--- config.mk ---
export PLATFORM = sky130hd
export DESIGN_NAME = ika87ad_mcseq
export DESIGN_NICKNAME = d
export VERILOG_FILES = /design/src/rtl/ika87ad_mcseq.sv
export SDC_FILE = /design/constraint.sdc
export NUM_CORES = 1
export LEC_CHECK = 0
export ABC_AREA = 1
export CELL_PAD_IN_SITES_DETAIL_PLACEMENT = 1
export CELL_PAD_IN_SITES_GLOBAL_PLACEMENT = 2
export CORE_MARGIN = 5
export CORE_UTILIZATION = 21
export CTS_BUF_LIST = sky130_fd_sc_hd__clkbuf_4 sky130_fd_sc_hd__clkbuf_8 sky130_fd_sc_hd__clkbuf_16
export DETAILED_ROUTE_END_ITERATION = 8
export GPL_ROUTABILITY_DRIVEN = 0
export PLACE_DENSITY = 0.71
export SETUP_SLACK_MARGIN = 0.05
export SYNTH_ARGS = -nofsm -noshare
export SYNTH_HDL_FRONTEND = slang
export SYNTH_SLANG_ARGS = --single-unit
--- constraint.sdc ---
create_clock -name i_CLK -period 1.2 [get_ports i_CLK]
set_input_delay 0.24 -clock i_CLK [delete_from_list [all_inputs] [get_ports i_CLK]]
set_output_delay 0.24 -clock i_CLK [all_outputs]
set_load 0.01 [all_outputs]
--- src/rtl/ika87ad_mcseq.sv ---
// rtl/ika87ad_mcseq.sv - microcode sequencer, consumer side of the microcode ROM interface
//
// Fetches microwords from the ROM starting at the decoder-supplied entry
// address, presents each word to the datapath, requests the bus cycle encoded
// in the word's low 2 bits and steps to the next word until an RD4 word
// completes, then pulses o_IRD.
//
// Ports:
//   i_CLK, i_RST_n           clock, asynchronous active-low reset
//   i_START, i_START_ADDR    decoder start strobe and microcode entry address
//   o_MCROM_READ_TICK        ROM read enable (one cycle per word)
//   o_MCROM_ADDR             ROM address
//   i_MCROM_DATA             ROM word, valid the cycle after the tick
//   o_MC_WORD, o_MC_VALID    executing microword and its valid flag
//   o_BUSCYC, o_BUSCYC_REQ   bus cycle type (00 IDLE, 01 RD3, 10 WR3, 11 RD4) and request
//   i_BUS_DONE               bus cycle complete strobe
//   o_IRD                    instruction-end pulse
//   o_BUSY                   sequencer not idle
//   o_FAULT                  watchdog abort pulse
//
// Optional feature macro: IKA87AD_MCSEQ_WDT_EN enables the MAX_STEPS watchdog.

module ika87ad_mcseq #(
    parameter int MAX_STEPS = 4,
    parameter int ADDR_W    = 8
) (
    input  logic              i_CLK,
    input  logic              i_RST_n,
    input  logic              i_START,
    input  logic [ADDR_W-1:0] i_START_ADDR,
    output logic              o_MCROM_READ_TICK,
    output logic [ADDR_W-1:0] o_MCROM_ADDR,
    input  logic [17:0]       i_MCROM_DATA,
    output logic [17:0]       o_MC_WORD,
    output logic              o_MC_VALID,
    output logic [1:0]        o_BUSCYC,
    output logic              o_BUSCYC_REQ,
    input  logic              i_BUS_DONE,
    output logic              o_IRD,
    output logic              o_BUSY,
    output logic              o_FAULT
);

    localparam int STEP_W = (MAX_STEPS < 1) ? 1 : $clog2(MAX_STEPS + 1);
    localparam logic [STEP_W-1:0] STEP_MAX = STEP_W'(MAX_STEPS);

`ifdef IKA87AD_MCSEQ_WDT_EN
    localparam bit WDT_EN = 1'b1;
`else
    localparam bit WDT_EN = 1'b0;
`endif

    typedef enum logic [2:0] {
        S_IDLE,
        S_FETCH,
        S_LOAD,
        S_EXEC,
        S_END
    } state_t;

    state_t            state_q, state_d;
    logic [ADDR_W-1:0] addr_q, addr_d;
    logic [STEP_W-1:0] step_q, step_d;
    logic [17:0]       word_q, word_d;
    logic              tick_q, tick_d;
    logic              valid_q, valid_d;
    logic [1:0]        buscyc_q, buscyc_d;
    logic              req_q, req_d;
    logic              ird_q, ird_d;
    logic              busy_q, busy_d;
    logic              fault_q, fault_d;
    logic              exec_done;
    logic              wdt_hit;

    always_comb begin
        state_d = state_q;
        addr_d  = addr_q;
        step_d  = step_q;
        word_d  = word_q;
        fault_d = 1'b0;

        // IDLE-coded words finish immediately; others wait for the bus unit.
        exec_done = (word_q[1:0] == 2'b00) || i_BUS_DONE;
        // Constant-false without the watchdog macro, so o_FAULT stays 0.
        wdt_hit   = WDT_EN && (step_q == STEP_MAX);

        case (state_q)
            S_IDLE: begin
                if (i_START) begin
                    addr_d  = i_START_ADDR;
                    step_d  = '0;
                    state_d = S_FETCH;
                end
            end
            S_FETCH: state_d = S_LOAD;
            S_LOAD: begin
                word_d  = i_MCROM_DATA;
                if (step_q != STEP_MAX) begin
                    step_d = step_q + STEP_W'(1);
                end
                state_d = S_EXEC;
            end
            S_EXEC: begin
                if (exec_done) begin
                    if (word_q[1:0] == 2'b11) begin
                        state_d = S_END;
                    end else if (wdt_hit) begin
                        state_d = S_END;
                        fault_d = 1'b1;
                    end else begin
                        addr_d  = addr_q + ADDR_W'(1);
                        state_d = S_FETCH;
                    end
                end
            end
            S_END: begin
                // Accepting a start here lets back-to-back instructions run without a gap.
                if (i_START) begin
                    addr_d  = i_START_ADDR;
                    step_d  = '0;
                    state_d = S_FETCH;
                end else begin
                    state_d = S_IDLE;
                end
            end
            default: state_d = S_IDLE;
        endcase

        // Outputs are decoded from the next state so they come straight from flops.
        tick_d   = (state_d == S_FETCH);
        valid_d  = (state_d == S_EXEC);
        buscyc_d = valid_d ? word_d[1:0] : 2'b00;
        req_d    = valid_d && (word_d[1:0] != 2'b00);
        ird_d    = (state_d == S_END);
        busy_d   = (state_d != S_IDLE);
    end

    always_ff @(posedge i_CLK or negedge i_RST_n) begin
        if (!i_RST_n) begin
            state_q  <= S_IDLE;
            addr_q   <= '0;
            step_q   <= '0;
            word_q   <= '0;
            tick_q   <= 1'b0;
            valid_q  <= 1'b0;
            buscyc_q <= 2'b00;
            req_q    <= 1'b0;
            ird_q    <= 1'b0;
            busy_q   <= 1'b0;
            fault_q  <= 1'b0;
        end else begin
            state_q  <= state_d;
            addr_q   <= addr_d;
            step_q   <= step_d;
            word_q   <= word_d;
            tick_q   <= tick_d;
            valid_q  <= valid_d;
            buscyc_q <= buscyc_d;
            req_q    <= req_d;
            ird_q    <= ird_d;
            busy_q   <= busy_d;
            fault_q  <= fault_d;
        end
    end

    assign o_MCROM_READ_TICK = tick_q;
    assign o_MCROM_ADDR      = addr_q;
    assign o_MC_WORD         = word_q;
    assign o_MC_VALID        = valid_q;
    assign o_BUSCYC          = buscyc_q;
    assign o_BUSCYC_REQ      = req_q;
    assign o_IRD             = ird_q;
    assign o_BUSY            = busy_q;
    assign o_FAULT           = fault_q;

endmodule

==> results_dict.tcl <==
set metrics [dict create \
    report.final.slew_viol_count 0 \
    wl_met1_mm 2.285 \
    synth.cell_area_um2 1617 \
    p_leak_nw 1.498 \
    skew_ns 0.007413 \
    antenna_found_initial 0 \
    ir_drop_v 0.0007876 \
    p_int_mw 4.519 \
    rsz0062_at_grt "yes" \
    cpLargestDelayFamily "simple AND/OR/NAND/NOR gates" \
    endpoint_kind "flop" \
    cts_buffers 5 \
    syn-num-nets 228 \
    finalNonFillerCells 411 \
    wl_per_cell_um 13.53 \
    grt.total_usage_pct 12.17 \
    pwr-share-clk_pct 10.9 \
    grt_pass1_vias 1952 \
    crit_type "reg2reg" \
    setup_viol 8 \
    die_h_um 97.74 \
    core_area_um2 7607 \
    p_sw_mw 3.288 \
    met3_length_um 298 \
    rows 32 \
    drt-initial-drc-count 23 \
    cp_slowest_cell "dfrtp_1" \
    final_cell_mix "nand2_1, dfrtp_1, clkdlybuf4s50_1, buf_4, buf_2" \
    postLayoutCellArea_um2 2952 \
    clockBufferDepth 2 \
    worstPathMaxFanout 5 \
    cts_tree "done" \
    drc 0 \
    die_area_um2 9552 \
    synth_warnings 0 \
    wl_met2_mm 2.888 \
    synth_cells 197 \
    synth_seq_cells 36 \
    r2r_cells 6 \
    dp.cells 384 \
    power_mw 7.808 \
    nets 339 \
    start_util_pct 21.25 \
    gr-total-overflow 0 \
    drtAntennaViolNets 0 \
    clk_latency_ns 0.29 \
    drt_pass1_iterations 3 \
    hpwl_mm 4.053 \
    crit_chain "buf_6 > o21ai_4 > nand3_4 > nand2_4 > nand3_1 > nand2_1" \
    die_w_um 97.74 \
    port_buffers 62 \
    cp.depth 6 \
    failed_checks "negative setup slack" \
    p_comb_share_pct 61.5 \
    vias 1704 \
    status "complete, but fails checks" \
    cp_slowest_stage_delay_ns 0.41 \
    rrSetupSlack_ns -0.05 \
    required_ns 1.43 \
    power_density_nw_per_um2 2645 \
    seqPwrFrac_pct 27.5 \
    final_common_cell "nand2_1" \
    max-cap-violations 0 \
    yosysSeqAreaShare_pct 55.73 \
    cp.arrival_ns 1.48 \
    whs_ns 0.4490 \
    grt_pass1_wl_mm 9.501 \
    clk_pin_slew_ns 0.08 \
    hold_violations 0 \
    drive_gt1_share_pct 47.25 \
    path_buf_inv 1 \
    clkSinkCount 36 \
    synth_area_per_cell_um2 8.206 \
    dpl_cell_area_um2 2555 \
    switching_share_pct 42.12 \
    grt_start_max_net_pins 24 \
    period_share_pct 104.0 \
    finalCriticalPeriod_ns 1.248 \
    place_ws_ns -0.3235 \
    timing.fmax_mhz 801.2 \
    yosysUniqueCellTypes 25 \
    highest_layer "met4" \
    ios 64 \
    timing.final.ws_setup_ns -0.04806 \
    setup-tns-final_ns -0.2359 \
    utilization_pct 38.80 \
    ctsRootBufferMaster "clkbuf_8" \
    hp-class "in2async" \
    routed_wl_mm 5.561 \
    antenna_cells 0 \
    viasPerCell 4.146 \
    syn_to_final_growth_pct 82.59 \
    htreeDepth 2 \
    start_kind "flop" \
]
sequential cells by signal, summed over array words and instances (netlist names):
signal             flops
o_MCROM_ADDR           8
o_MCROM_READ_TICK      1
o_MC_VALID             1
o_BUSCYC_REQ           1
o_BUSY                 1
o_BUSCYC               2
state_q                3
o_IRD                  1
o_MC_WORD             18
metal layers:
| metal | track usage [%] | vias to the layer above |
|---|---|---|
| li1 | - | 836 |
| met1 | 14.09 | 807 |
| met2 | 21.77 | 52 |
| met3 | 3.500 | 9 |
| met4 | 3.621 | 0 |
| met5 | 0 | - |
cells in the mapped netlist (all sizes together):
master | n | area [µm²]
nand3 | 22 | 120.1
buf | 4 | 31.27
clkbuf | 1 | 3.750
nor2 | 11 | 46.29
o21ai | 5 | 25.02
dfrtp | 36 | 900.9
a31oi | 1 | 6.260
conb | 1 | 3.750
xor2 | 1 | 8.760
nand3b | 1 | 7.510
a21oi | 1 | 5.000
nor3 | 2 | 10.01
inv | 14 | 52.55
or2 | 4 | 25.03
nand2 | 92 | 357.8
ha | 1 | 12.51
path summary, 6_finish.rpt:
kind,start,endpoint
worst max-delay path,o_MC_WORD[0],o_MCROM_ADDR[6]
min in group i_CLK,o_MC_WORD[7],o_MC_WORD[7]
worst min register to register,o_MC_WORD[7],o_MC_WORD[7]
max in group asynchronous,i_RST_n,o_MCROM_ADDR[1]
worst min-delay path,i_RST_n,o_MC_WORD[5]
worst max register to register,o_MC_WORD[0],o_MCROM_ADDR[6]
power groups by stage:
stage / combinational, mW / clock, mW / sequential, mW
after floorplan: 1.52 / 0 / 2.37
final: 4.80 / 0.853 / 2.15
after global placement: 3.80 / 0 / 2.17
after CTS: 4.44 / 0.899 / 2.15
after global routing: 5.33 / 0.957 / 2.23
after detailed placement: 3.87 / 0 / 2.16
timing repair:
action | 4_1_cts | 5_1_grt
hold buffers | 1 | 0
setup endpoints to repair | 66 | 36
cloned | 2 | 1
gates resized for setup | 172 | 42
pin swaps | 19 | 12
buffers inserted | 15 | 0
hold endpoints to repair | 13 | 0
cell type report:
| type | instances | area, µm² |
|---|---|---|
| fill | 915 | 4656 |
| sequential | 36 | 905.9 |
| timing repair buffer | 107 | 904.6 |
| multi-input combinational | 144 | 865.8 |
| tap | 102 | 127.6 |
| clock buffer | 5 | 68.82 |
| inverter | 14 | 60.06 |
| clock inverter | 3 | 18.77 |
kinds of logic (layout without fill, tap and decap cells):
logic type / count (synthesis) / in the layout / synth area share, %
AND/OR/NAND/NOR: 132 / 134 / 35.06
flip-flops: 36 / 36 / 55.73
buffers and inverters: 19 / 129 / 5.417
AO/OA/AOI/OAI: 7 / 7 / 2.244
adder cells (fa/ha/maj): 1 / 1 / 0.7739
other: 1 / 1 / 0.2320
XOR/XNOR: 1 / 1 / 0.5419
Note: power is estimated with default switching activity, not from simulation.
